### src/rtl/read_ptr_empty_ctrl.sv
// Read-side pointer and empty-flag logic for the dual-clock FIFO.
// Consumes the synchronised Gray write pointer and drives the RAM read address and the read status.
module read_ptr_empty_ctrl #(
  parameter int ADDRESS_SIZE        = 4,
  parameter int ALMOST_EMPTY_THRESH = 2
) (
  input  logic                    rclk,
  input  logic                    rrst,
  input  logic                    rinc,
  input  logic                    rclr_err,
  input  logic [ADDRESS_SIZE:0]   rq2_write_ptr,
  output logic                    rempty,
  output logic [ADDRESS_SIZE-1:0] raddr,
  output logic [ADDRESS_SIZE:0]   read_ptr,
  output logic [ADDRESS_SIZE:0]   rcount,
  output logic                    ralmost_empty,
  output logic                    rvalid,
  output logic                    runderflow
);

  localparam int                  PW        = ADDRESS_SIZE + 1;
  localparam logic [ADDRESS_SIZE:0] AE_THRESH = PW'(ALMOST_EMPTY_THRESH);

  function automatic logic [ADDRESS_SIZE:0] bin2gray(input logic [ADDRESS_SIZE:0] b);
    return (b >> 1) ^ b;
  endfunction

  function automatic logic [ADDRESS_SIZE:0] gray2bin(input logic [ADDRESS_SIZE:0] g);
    logic [ADDRESS_SIZE:0] b;
    b[ADDRESS_SIZE] = g[ADDRESS_SIZE];
    for (int i = ADDRESS_SIZE - 1; i >= 0; i--) begin
      b[i] = b[i+1] ^ g[i];
    end
    return b;
  endfunction

  logic [ADDRESS_SIZE:0] rbin_r;
  logic [ADDRESS_SIZE:0] rbinnext_s;
  logic [ADDRESS_SIZE:0] rgraynext_s;
  logic [ADDRESS_SIZE:0] wbin_s;
  logic [ADDRESS_SIZE:0] occ_s;
  logic                  rd_ok_s;

  // Next-pointer and occupancy computation; the modulo wrap falls out of the full pointer width.
  always_comb begin
    rd_ok_s     = rinc & ~rempty;
    rbinnext_s  = rbin_r + {{ADDRESS_SIZE{1'b0}}, rd_ok_s};
    rgraynext_s = bin2gray(rbinnext_s);
    wbin_s      = gray2bin(rq2_write_ptr);
    occ_s       = wbin_s - rbinnext_s;
  end

  assign raddr = rbin_r[ADDRESS_SIZE-1:0];

  // Pointer, flag and status registers; empty compares the full Gray pointers, MSBs included.
  always_ff @(posedge rclk or posedge rrst) begin
    if (rrst) begin
      rbin_r        <= {PW{1'b0}};
      read_ptr      <= {PW{1'b0}};
      rempty        <= 1'b1;
      rcount        <= {PW{1'b0}};
      ralmost_empty <= 1'b1;
      rvalid        <= 1'b0;
      runderflow    <= 1'b0;
    end else begin
      rbin_r        <= rbinnext_s;
      read_ptr      <= rgraynext_s;
      rempty        <= (rgraynext_s == rq2_write_ptr);
      rcount        <= occ_s;
      ralmost_empty <= (occ_s <= AE_THRESH);
      rvalid        <= rd_ok_s;
      if (rinc & rempty) begin
        runderflow <= 1'b1;
      end else if (rclr_err) begin
        runderflow <= 1'b0;
      end else begin
        runderflow <= runderflow;
      end
    end
  end

endmodule

### config.mk
export PLATFORM = sky130hd
export DESIGN_NAME = read_ptr_empty_ctrl
export DESIGN_NICKNAME = d
export VERILOG_FILES = /design/src/rtl/read_ptr_empty_ctrl.sv
export SDC_FILE = /design/constraint.sdc
export NUM_CORES = 1
export LEC_CHECK = 0
export BUFFER_PORTS_ARGS = -buffer_cell sky130_fd_sc_hd__buf_2
export CAP_MARGIN = 20
export CORE_AREA = 4 4 49 51
export CTS_CLUSTER_SIZE = 20
export DETAILED_ROUTE_END_ITERATION = 6
export DIE_AREA = 0 0 53 55
export PLACE_DENSITY = 0.74
export SLEW_MARGIN = 20
export SYNTH_ARGS = -nofsm -noshare
export SYNTH_HDL_FRONTEND = slang
export SYNTH_SLANG_ARGS = --single-unit
### constraint.sdc
create_clock -name rclk -period 2.58 [get_ports rclk]
set_input_delay 0.516 -clock rclk [delete_from_list [all_inputs] [get_ports rclk]]
set_output_delay 0.516 -clock rclk [all_outputs]
set_load 0.05 [all_outputs]
# Word level (Yosys, flattened, before mapping)
# Cells that the tools add are included.
[op_classes] n_reduce_logical=1 n_lt_le_gt_ge=1 addsub=2 bitwise_logic=8 eq_ne=1 n_mux=2
[op_table] cell="5-bit by 1-bit adder with 5-bit output" count=1
[op_table] cell="5-bit equality test" count=1
[op_table] cell="5-bit by 2-bit <= comparator with 1-bit output, second input constant" count=1
[op_table] cell="5-bit subtractor" count=1
[op_table] cell="4-bit by 5-bit bitwise XOR with 5-bit output" count=1
[op_table] cell="1-bit bitwise XOR" count=4
[op_table] cell="1-bit AND" count=2
[op_table] cell="1-bit two-way mux" count=2
[op_table] cell="2-bit nonzero test" count=1
[op_table] cell="1-bit NOT" count=1
[totals] in_bits=9 ff_bits=19 wordCells=22

# Depth between registers and ports, before layout
# Gate-level depths: netlist (run 1).
[depth] ltp_word=6 ltp_mapped=9 ltp_nobuf=9

# Least setup slack after synthesis (run 1)
# No wires, ideal clock.
[synth_timing] path_kind="input to register" start="input port rq2_write_ptr[4]" end="register ralmost_empty" cell_stages=9 arrival_ns=2.626 n_path_buf=0 path_slack_ns=-0.151 path_cell_list="xor3_2 > xor2_1 > xnor2_1 > ha_1 > inv_1 > fa_1 > a31oi_1 > xnor2_1 > a2111oi_2"
[synth_via] elab_chain_len=6
[synth_lines] item="from (decl)" line="11" text="input logic [ADDRESS_SIZE:0] rq2_write_ptr,"
[synth_lines] item="1-bit bitwise XOR (4 in series)" line="32" text="b[i] = b[i+1] ^ g[i];"
[synth_lines] item="5-bit subtractor (*)" line="50" text="occ_s = wbin_s - rbinnext_s;"
[synth_lines] item="via occ_s[4]" line="41" text="logic [ADDRESS_SIZE:0] occ_s;"
[synth_lines] item="5-bit by 2-bit <= comparator with 1-bit output (*)" line="70" text="ralmost_empty <= (occ_s <= AE_THRESH);"
[synth_lines] item="to (signal assigned)" line="70"
[synth_lines] item="to (decl)" line="16" text="output logic ralmost_empty,"
# Mark *: on every way through the listed nets, which the timed path passes. The rest lies on a longest branch.
# A chain may end at the register's enable or synchronous reset.

# Worst setup path in the final report (run 1)
[layout_timing] start="input port rq2_write_ptr[2]" end="register ralmost_empty"
[layout_via] elab_chain_len=5
[layout_lines] item="1-bit bitwise XOR (*)" line="32"
[layout_lines] item="1-bit bitwise XOR (2 in series)" line="32"
[layout_lines] item="5-bit subtractor (*)" line="50"
[layout_lines] item="via occ_s[4]" line="41"
[layout_lines] item="5-bit by 2-bit <= comparator with 1-bit output (*)" line="70"
# Marks and branches as above.

==> metrics, run 1 <==
flop-to-flop setup slack=about 0.23 ns; first-pass GRT wire length=2773 um; Final Hold Viols=0; GPL Wtd Cong=approximately 0.8; status=complete, no violations; # clock sinks=18; Max Cap Viol=0; ys async rst share=between 90% and 100%; nets@finish=approximately 130; placed cells=132; clock root cell=clkbuf_4; num rows=16; Syn Nets=91; via count=about 630; post-DP HPWL=about 1300 um; largest net degree at the start of global routing=19; Non-Filler Instances=around 140; dominant cell type by area after synthesis=dfrtp_1; Stages on worst setup path=10; CP max FO=2; Layout Skew=between 0.004 and 0.005 ns; Setup-failing EPs final=0; Area contributors post-synth=dfrtp_1 (43%), xnor2_1 (14%), ha_1 (8.0%), dfstp_2 (5.6%), xor2_1 (5.6%); R2R depth=9; worst r2r dst=ralmost_empty$_DFF_PP1_; Core Footprint=between 1500 and 2000 um2; post-cts hold buffer count=0; Worst Hold Class=input pin to asynchronous set/reset pin; Ports=27; post-synth cell types=22; Reg-to-Reg Start=rempty$_DFF_PP1_; Slew HR=55.67%; post-CTS sizing=0; post-synthesis sequential area ratio=48.53%; minimum clock period=about 2.4 ns; initial antenna violation count=0; vias per cell=between 4 and 5; final WL=~1700 um; Worst EP required=about 2.8 ns; DRT Pass-1 Iters=4; worst skew pair latency=0.30 ns; ys flop type=dfrtp_1; Worst Setup Start Kind=input pin; Yosys Warn Count=0; Mean Syn Cell Area=~12 um2; Post-Syn Area=between 900 and 1000 um2; IO Port Bufs=26; antenna-violating nets left=0; Max Fclk=423.7 MHz; area grow syn2layout=26.54%; initial DRC count=6; final slew viol count=0; CTS tree=built; critical path, cell by cell=buf_2 -> xor3_2 -> xor2_2 -> xnor2_1 -> ha_1 -> inv_1 -> fa_2 -> a31oi_1 -> xnor2_1 -> a2111oi_2; CP max stage cell=xor3_2; Data arrival, critical path=approximately 2.6 ns; Final Cycle Share=about nine tenths; CP Capture Point=ralmost_empty$_DFF_PP1_; CTS buffer count=3; Initial Util=roughly 48%; Wirelength per Cell=approximately 12 um; GRT Total Usage=13.49%; Top delay family on crit path=XOR/XNOR gates; fraction of layout cells with a size suffix above 1=between 30% and 40%; setup bufs post-CTS=0; drt drc=0; ant diodes=0; Least-Margin Pin Slew=about 0.66 ns; width of the die=around 53 um; crit-path max cell delay=between 0.4 and 0.5 ns; htree depth=1; Top cell by count, worst path=xnor2_1; unrepaired setup endpoints after global routing=false; Die H=55 um; crit end category=flop; grt ovf=0; Worst-path clk slew=0.11 ns; Post-synth EDFFs=0; Mapped Cells=75; CTS max path bufs=2; FF+latch count, synth=18; Die ar.=about 3000 um2; Crit Path Class=input pin to flop; vias in the first global route=between 600 and 700; post-synth top area share=42.90%; critical path launch point=rq2_write_ptr[2]; WP buf/inv=2
## flip-flops by register name, indices dropped and copies added, names as in the netlist
signal,flops
rbin_r,5
rvalid,1
ralmost_empty,1
rempty,1
read_ptr,4
rcount,5
runderflow,1
## cell families after synthesis
| group | after synthesis | share of synthesized area [%] |
|---|---|---|
| xor+xnor | 23 | 24.93 |
| flops | 18 | 48.52 |
| buf+inv | 10 | 4.022 |
| simple gates | 9 | 5.899 |
| compound gates | 8 | 6.434 |
| fa+ha+maj | 7 | 10.19 |
## routing by layer
metal  wire length (um)  track usage [%]  vias up
li1                   -                -      313
met1                683            16.52      291
met2                874            22.52       16
met3                 87            2.413        5
met4                 35            7.660        0
met5                  0                0        -
## through the flow
| step | setup WS (ns) | utilization (%) | TNS, ns | instance area [um2] | hold slack, ns |
|---|---|---|---|---|---|
| final | 0.2196 | 60.82 | 0 | 1181 | 0.2915 |
| after global routing | 0.04791 | 60.82 | 0 | 1181 | 0.3520 |
| after CTS | 0.2068 | 60.82 | 0 | 1181 | 0.3220 |
| after detailed placement | -0.1036 | 58.96 | -0.1036 | 1145 | 0.5094 |
| after global placement | -0.001151 | 58.96 | -0.001151 | 1145 | 0.5019 |
| after floorplan | 0.01423 | - | 0 | 943.4 | 0.4531 |
## final cells by class
cell class / count / area (um2)
sequential: 18 / 452.9
fill: 171 / 760.7
multi-input combinational: 47 / 452.9
timing repair buffer: 32 / 175.2
clock buffer: 4 / 36.28
inverter: 8 / 30.03
tap: 27 / 33.78
## cells in the mapped netlist, types with 2 or more instances
cell type	n
ha_1	6
clkbuf_1	2
inv_1	8
dfrtp_1	16
nand2_1	2
dfstp_2	2
a21oi_1	2
a21o_1	2
nor2b_1	2
nand3_1	2
xor2_1	6
xnor2_1	15
## worst min-delay path by stage
stage / startpoint / to / slack, ns / cells after the start
5_1_grt: rrst / read_ptr[1]$_DFF_PP0_ / 0.35 / 2
6_report: rrst / read_ptr[1]$_DFF_PP0_ / 0.29 / 2
3_5_place_dp: rempty$_DFF_PP1_ / runderflow$_DFFE_PP0P_ / 0.51 / 2
4_1_cts: rrst / read_ptr[1]$_DFF_PP0_ / 0.32 / 2
3_3_place_gp: rempty$_DFF_PP1_ / runderflow$_DFFE_PP0P_ / 0.50 / 2
2_1_floorplan: rrst / rbin_r[0]$_DFF_PP0_ / 0.45 / 1
## cells in the final DEF (no fill, tap or decap), types with 2 or more instances in the layout
| cell | instances |
|---|---|
| buf_2 | 26 |
| ha_1 | 6 |
| xnor2_1 | 15 |
| buf_4 | 6 |
| dfstp_2 | 2 |
| xor2_1 | 5 |
| inv_1 | 8 |
| nor2b_1 | 2 |
| nand2_1 | 2 |
| a21o_1 | 2 |
| dfrtp_1 | 16 |
| a21oi_1 | 2 |
| nand3_1 | 2 |
| clkbuf_4 | 3 |
Power of run 1 is not shown: default switching activity piles up to over one toggle a cycle in this logic, so the estimate is an artifact.
==> inputs of run 2 (changes only) <==
ABC_AREA = 1   (was default)
CORE_AREA = 4 4 52 54   (was 4 4 49 51)
CTS_BUF_LIST = sky130_fd_sc_hd__clkbuf_4   (was default)
DIE_AREA = 0 0 56 58   (was 0 0 53 55)
PLACE_DENSITY = 0.73   (was 0.74)
==> metrics, run 2 <==
status=complete, no violations; Layout Utilization=between 50 and 60%; ys flop type=dfrtp_1; width of the die=about 56 um; Max Cap Viol=0; TNS Setup=0 ns; Multi-input gate area=approximately 540 um2; dominant cell by count in the synthesized netlist=nand2_1; clock root cell=clkbuf_4; post-synthesis sequential area ratio=approximately two fifths; FF+latch count, synth=18; biggest regs=rbin_r: 5 flops, rcount: 5 flops, read_ptr: 4 flops; commonest non-fill, non-tap cells in the layout=nand2_1 (35), buf_2 (26), inv_1 (20); CTS tree=built; Setup-failing EPs final=0; Mean Syn Cell Area=8.004 um2; Place WS=0.02336 ns; CP max FO=4; area grow syn2layout=17.24%; crit end category=flop; unrepaired setup endpoints after global routing=false; Setup WS post-layout=between 0.3 and 0.4 ns; most common cell after layout, fill and taps aside=nand2_1; Yosys Warn Count=0; post-cts hold buffer count=0; DRT Pass-1 Iters=4; GRT Total Usage=approximately 15%; setup bufs post-CTS=0; antenna-violating nets left=0; Crit Path Class=input pin to flop; nets@finish=roughly 180; Initial Util=around half; Layout Skew=roughly 0.0034 ns; Least-Margin Pin Slew=about 0.67 ns; final WL=~2200 um; Slew HR=between 50% and 60%; initial DRC count=14; worst skew pair latency=0.29 ns; initial antenna violation count=0; Worst Setup Start Kind=input pin; Wirelength per Cell=about 11 um; post-CTS sizing=0; drt drc=0; Worst-path clk slew=~0.10 ns; Final Hold Viols=0; post-DP HPWL=approximately 1800 um; CTS max path bufs=2; fraction of layout cells with a size suffix above 1=between 30% and 40%; htree depth=1; grt ovf=0; post-synth cell types=20; largest net degree at the start of global routing=19; Die H=between 50 and 60 um; # clock sinks=18; num rows=17; Worst EP required=roughly 2.8 ns; Data arrival, critical path=2.49 ns; ys async rst share=between 90% and 100%; commonest cells in the netlist=nand2_1 (35), inv_1 (20), nand3_1 (17), dfrtp_1 (16), nand2_2 (15); Worst Hold Class=input pin to asynchronous set/reset pin; FF+latch area=452.9 um2; number of fill cells in the layout=218; Syn Nets=152; Max Fclk=443.7 MHz; IO Port Bufs=26; CTS buffer count=3; final slew viol count=0; minimum clock period=approximately 2.3 ns; vias in the first global route=between 900 and 1000; Area contributors post-synth=dfrtp_1 (37%), nand2_1 (12%), nand2_2 (8.6%), nand3_1 (7.8%), ha_1 (6.9%); first-pass GRT wire length=between 3000 and 4000 um; via count=roughly 930; Post-synth EDFFs=0; vias per cell=4.784; Die ar.=roughly 3200 um2; Core Footprint=around 2200 um2; post-synth top area share=36.78%; Ports=27; dominant cell type by area after synthesis=dfrtp_1; ant diodes=0; Post-Syn Area=roughly 1100 um2; Final Cycle Share=87.36%; Mapped Cells=between 100 and 150; GPL Wtd Cong=about 0.8
==> run 2: per-stage QoR <==
step           cells  hold WS, ns  instance area [um2]
2_1_floorplan    136       0.4531                 1089
6_report         194       0.3072                 1276
5_1_grt          194       0.3628                 1276
3_5_place_dp     190       0.5639                 1250
4_1_cts          194       0.3287                 1276
3_3_place_gp     190       0.5096                 1250
==> run 2: path summary, 6_finish.rpt <==
kind,from,endpoint,slack [ns],cells past startpoint
max reg2reg,rempty$_DFF_PP1_,ralmost_empty$_DFF_PP1_,0.41,12
min,rrst,rcount[3]$_DFF_PP0_,0.31,2
min in group rclk,rclr_err,runderflow$_DFFE_PP0P_,0.43,2
max,rq2_write_ptr[4],ralmost_empty$_DFF_PP1_,0.33,17
max in group asynchronous,rrst,rcount[2]$_DFF_PP0_,1.84,2
min reg2reg,runderflow$_DFFE_PP0P_,runderflow$_DFFE_PP0P_,0.56,2
==> run 2: per-layer routing <==
layer	global-route usage (%)	vias up	part of all wire (%)
li1	-	477	-
met1	16.81	427	43
met2	27.88	20	50
met3	3.118	4	5.0
met4	5.085	0	1.5
met5	0	-	0
==> run 2: cells by family (layout without fill, tap and decap cells) <==
group / count (synthesis) / after routing / synth area share (%)
compound gates: 4 / 4 / 2.184
buf+inv: 24 / 54 / 8.965
fa+ha+maj: 7 / 7 / 8.736
simple gates: 79 / 79 / 34.60
flops: 18 / 18 / 41.61
xor+xnor: 4 / 4 / 3.909
==> run 2: critical path, stage by stage <==
cell,delay (ns)
buf_2,0.13
inv_2,0.06
nand2_1,0.08
nand3_1,0.12
nand2_2,0.12
xor2_2,0.18
xor2_1,0.20
ha_1,0.18
inv_1,0.06
fa_1,0.39
nand2_1,0.09
inv_1,0.04
nand3_1,0.09
nand2_1,0.05
nand2_1,0.07
nand2_2,0.06
nor2_2,0.07
==> run 2: area by class of cell <==
class / count / area share, %
clock buffer: 3 / 1.765
inverter: 23 / 6.765
sequential: 18 / 35.49
tap: 28 / 2.745
timing repair buffer: 27 / 10.78
clock inverter: 1 / 0.2941
multi-input combinational: 94 / 42.16
Power of run 2 is left out for the same reason.
==> inputs of run 3 (changes only) <==
CORE_AREA = 2 2 50 52   (was 4 4 52 54)
DIE_AREA = 0 0 52 54   (was 0 0 56 58)
SETUP_SLACK_MARGIN = 0.5   (was default)
==> metrics, run 3 (synthesized netlist as in run 2, its figures left out) <==
CTS buffer count=3; nets@finish=200; Worst Setup Start Kind=input pin; unrepaired setup endpoints after global routing=true; CTS max path bufs=2; post-cts hold buffer count=0; number of fill cells in the layout=between 150 and 200; final WL=2764 um; Initial Util=a little under half; Die ar.=around 2800 um2; TNS Setup=0 ns; final slew viol count=0; Final Cycle Share=82.41%; Power per Cell Area=1368 nW/um2; biggest regs=rbin_r: 5 flops, rcount: 5 flops, read_ptr: 4 flops; via count=slightly above 1000; Max VDD drop=about 0.00084 V; clock root cell=clkbuf_4; vias per cell=4.831; initial antenna violation count=0; initial DRC count=12; most common cell after layout, fill and taps aside=nand2_1; # clock sinks=18; antenna-violating nets left=0; Layout Skew=~0.0090 ns; Least-Margin Pin Slew=around 0.68 ns; Leak=approximately 0.00086 uW; vias in the first global route=958; crit end category=flop; Final Hold Viols=0; GRT Total Usage=between 15 and 20%; status=complete, no violations; Data arrival, critical path=2.37 ns; Crit Path Class=input pin to flop; minimum clock period=roughly 2.1 ns; commonest non-fill, non-tap cells in the layout=nand2_1 (29), buf_2 (23), buf_4 (19); area grow syn2layout=45.52%; Worst-path clk slew=approximately 0.11 ns; Wirelength per Cell=between 10 and 15 um; post-DP HPWL=approximately 1700 um; Die H=between 50 and 60 um; num rows=18; Max Cap Viol=0; Worst EP required=2.82 ns; worst skew pair latency=between 0.2 and 0.3 ns; width of the die=~52 um; fraction of layout cells with a size suffix above 1=51.91%; GPL Wtd Cong=about 0.8; Layout Utilization=between 60% and 70%; drt drc=0; htree depth=1; Worst Hold Class=input pin to asynchronous set/reset pin; Core Footprint=roughly 2300 um2; grt ovf=0; CP max FO=4; Multi-input gate area=about 660 um2; ant diodes=0; Ports=27; Max Fclk=~470 MHz; IO Port Bufs=26; Setup-failing EPs final=0; largest net degree at the start of global routing=19; DRT Pass-1 Iters=5; Total Power=2168 uW; FF+latch area=between 400 and 500 um2; Slew HR=~55%; first-pass GRT wire length=between 3000 and 4000 um; CTS tree=built
run 3: metal layers:
layer	routed length [um]	GRT usage [%]	vias to the layer above
met1	1082	21.11	500
met2	1570	37.34	18
met4	40	9.211	0
li1	-	-	507
met5	0	0	-
met3	70	2.222	4
run 3: where the power goes:
| group | switching, uW | internal, uW | total (uW) |
|---|---|---|---|
| clock | 89.1 | 56.2 | 145 |
| sequential | 80.7 | 415 | 495 |
| combinational | 1060 | 463 | 1530 |
| total | 1230 | 934 | 2170 |
run 3: worst max-delay path, stage by stage:
cell	delay (ns)
buf_12	0.12
nand2_2	0.08
nand3_4	0.09
nand2_4	0.08
xor2_2	0.18
xor2_1	0.19
ha_2	0.20
inv_2	0.04
fa_2	0.36
nand2_1	0.09
inv_1	0.06
nand3_2	0.06
nand2_1	0.06
nand2_1	0.08
nand2_2	0.07
nor2_2	0.08
run 3: metrics by stage:
step	worst slack [ns]	hold slack, ns	cell area, um2	instances
floorplan	0.3535	0.4531	1140	136
global placement	0.1347	0.5121	1304	192
detailed placement	0.03885	0.5145	1304	192
CTS	0.4909	0.3236	1528	212
global route	0.3485	0.3558	1584	213
finish	0.4537	0.3008	1584	213
run 3: final cells by class:
| cell class | instances | area share [%] |
|---|---|---|
| tap | 30 | 2.370 |
| sequential | 18 | 28.59 |
| inverter | 23 | 6.872 |
| timing repair buffer | 44 | 18.80 |
| clock buffer | 3 | 1.422 |
| multi-input combinational | 94 | 41.71 |
| clock inverter | 1 | 0.2370 |
run 3: repair_timing:
action / 4_1_cts / 5_1_grt
gates resized for setup: 19 / 11
cloned: 0 / 0
pin swaps: 12 / 9
setup endpoints to repair: 2 / 3
buffers inserted: 16 / 1
endpoints found under the hold margin: 0 / 0
run 3: final timing paths:
kind	startpoint	to	slack [ns]	cells past startpoint
worst max-delay path	rq2_write_ptr[3]	ralmost_empty$_DFF_PP1_	0.45	16
worst min-delay path	rrst	rcount[0]$_DFF_PP0_	0.30	2
worst max register to register	rempty$_DFF_PP1_	ralmost_empty$_DFF_PP1_	0.53	14
worst min register to register	runderflow$_DFFE_PP0P_	runderflow$_DFFE_PP0P_	0.53	2
max in group asynchronous	rrst	rbin_r[4]$_DFF_PP0_	1.84	2
min in group rclk	rclr_err	runderflow$_DFFE_PP0P_	0.40	2
(Power assumes the default switching activity.)
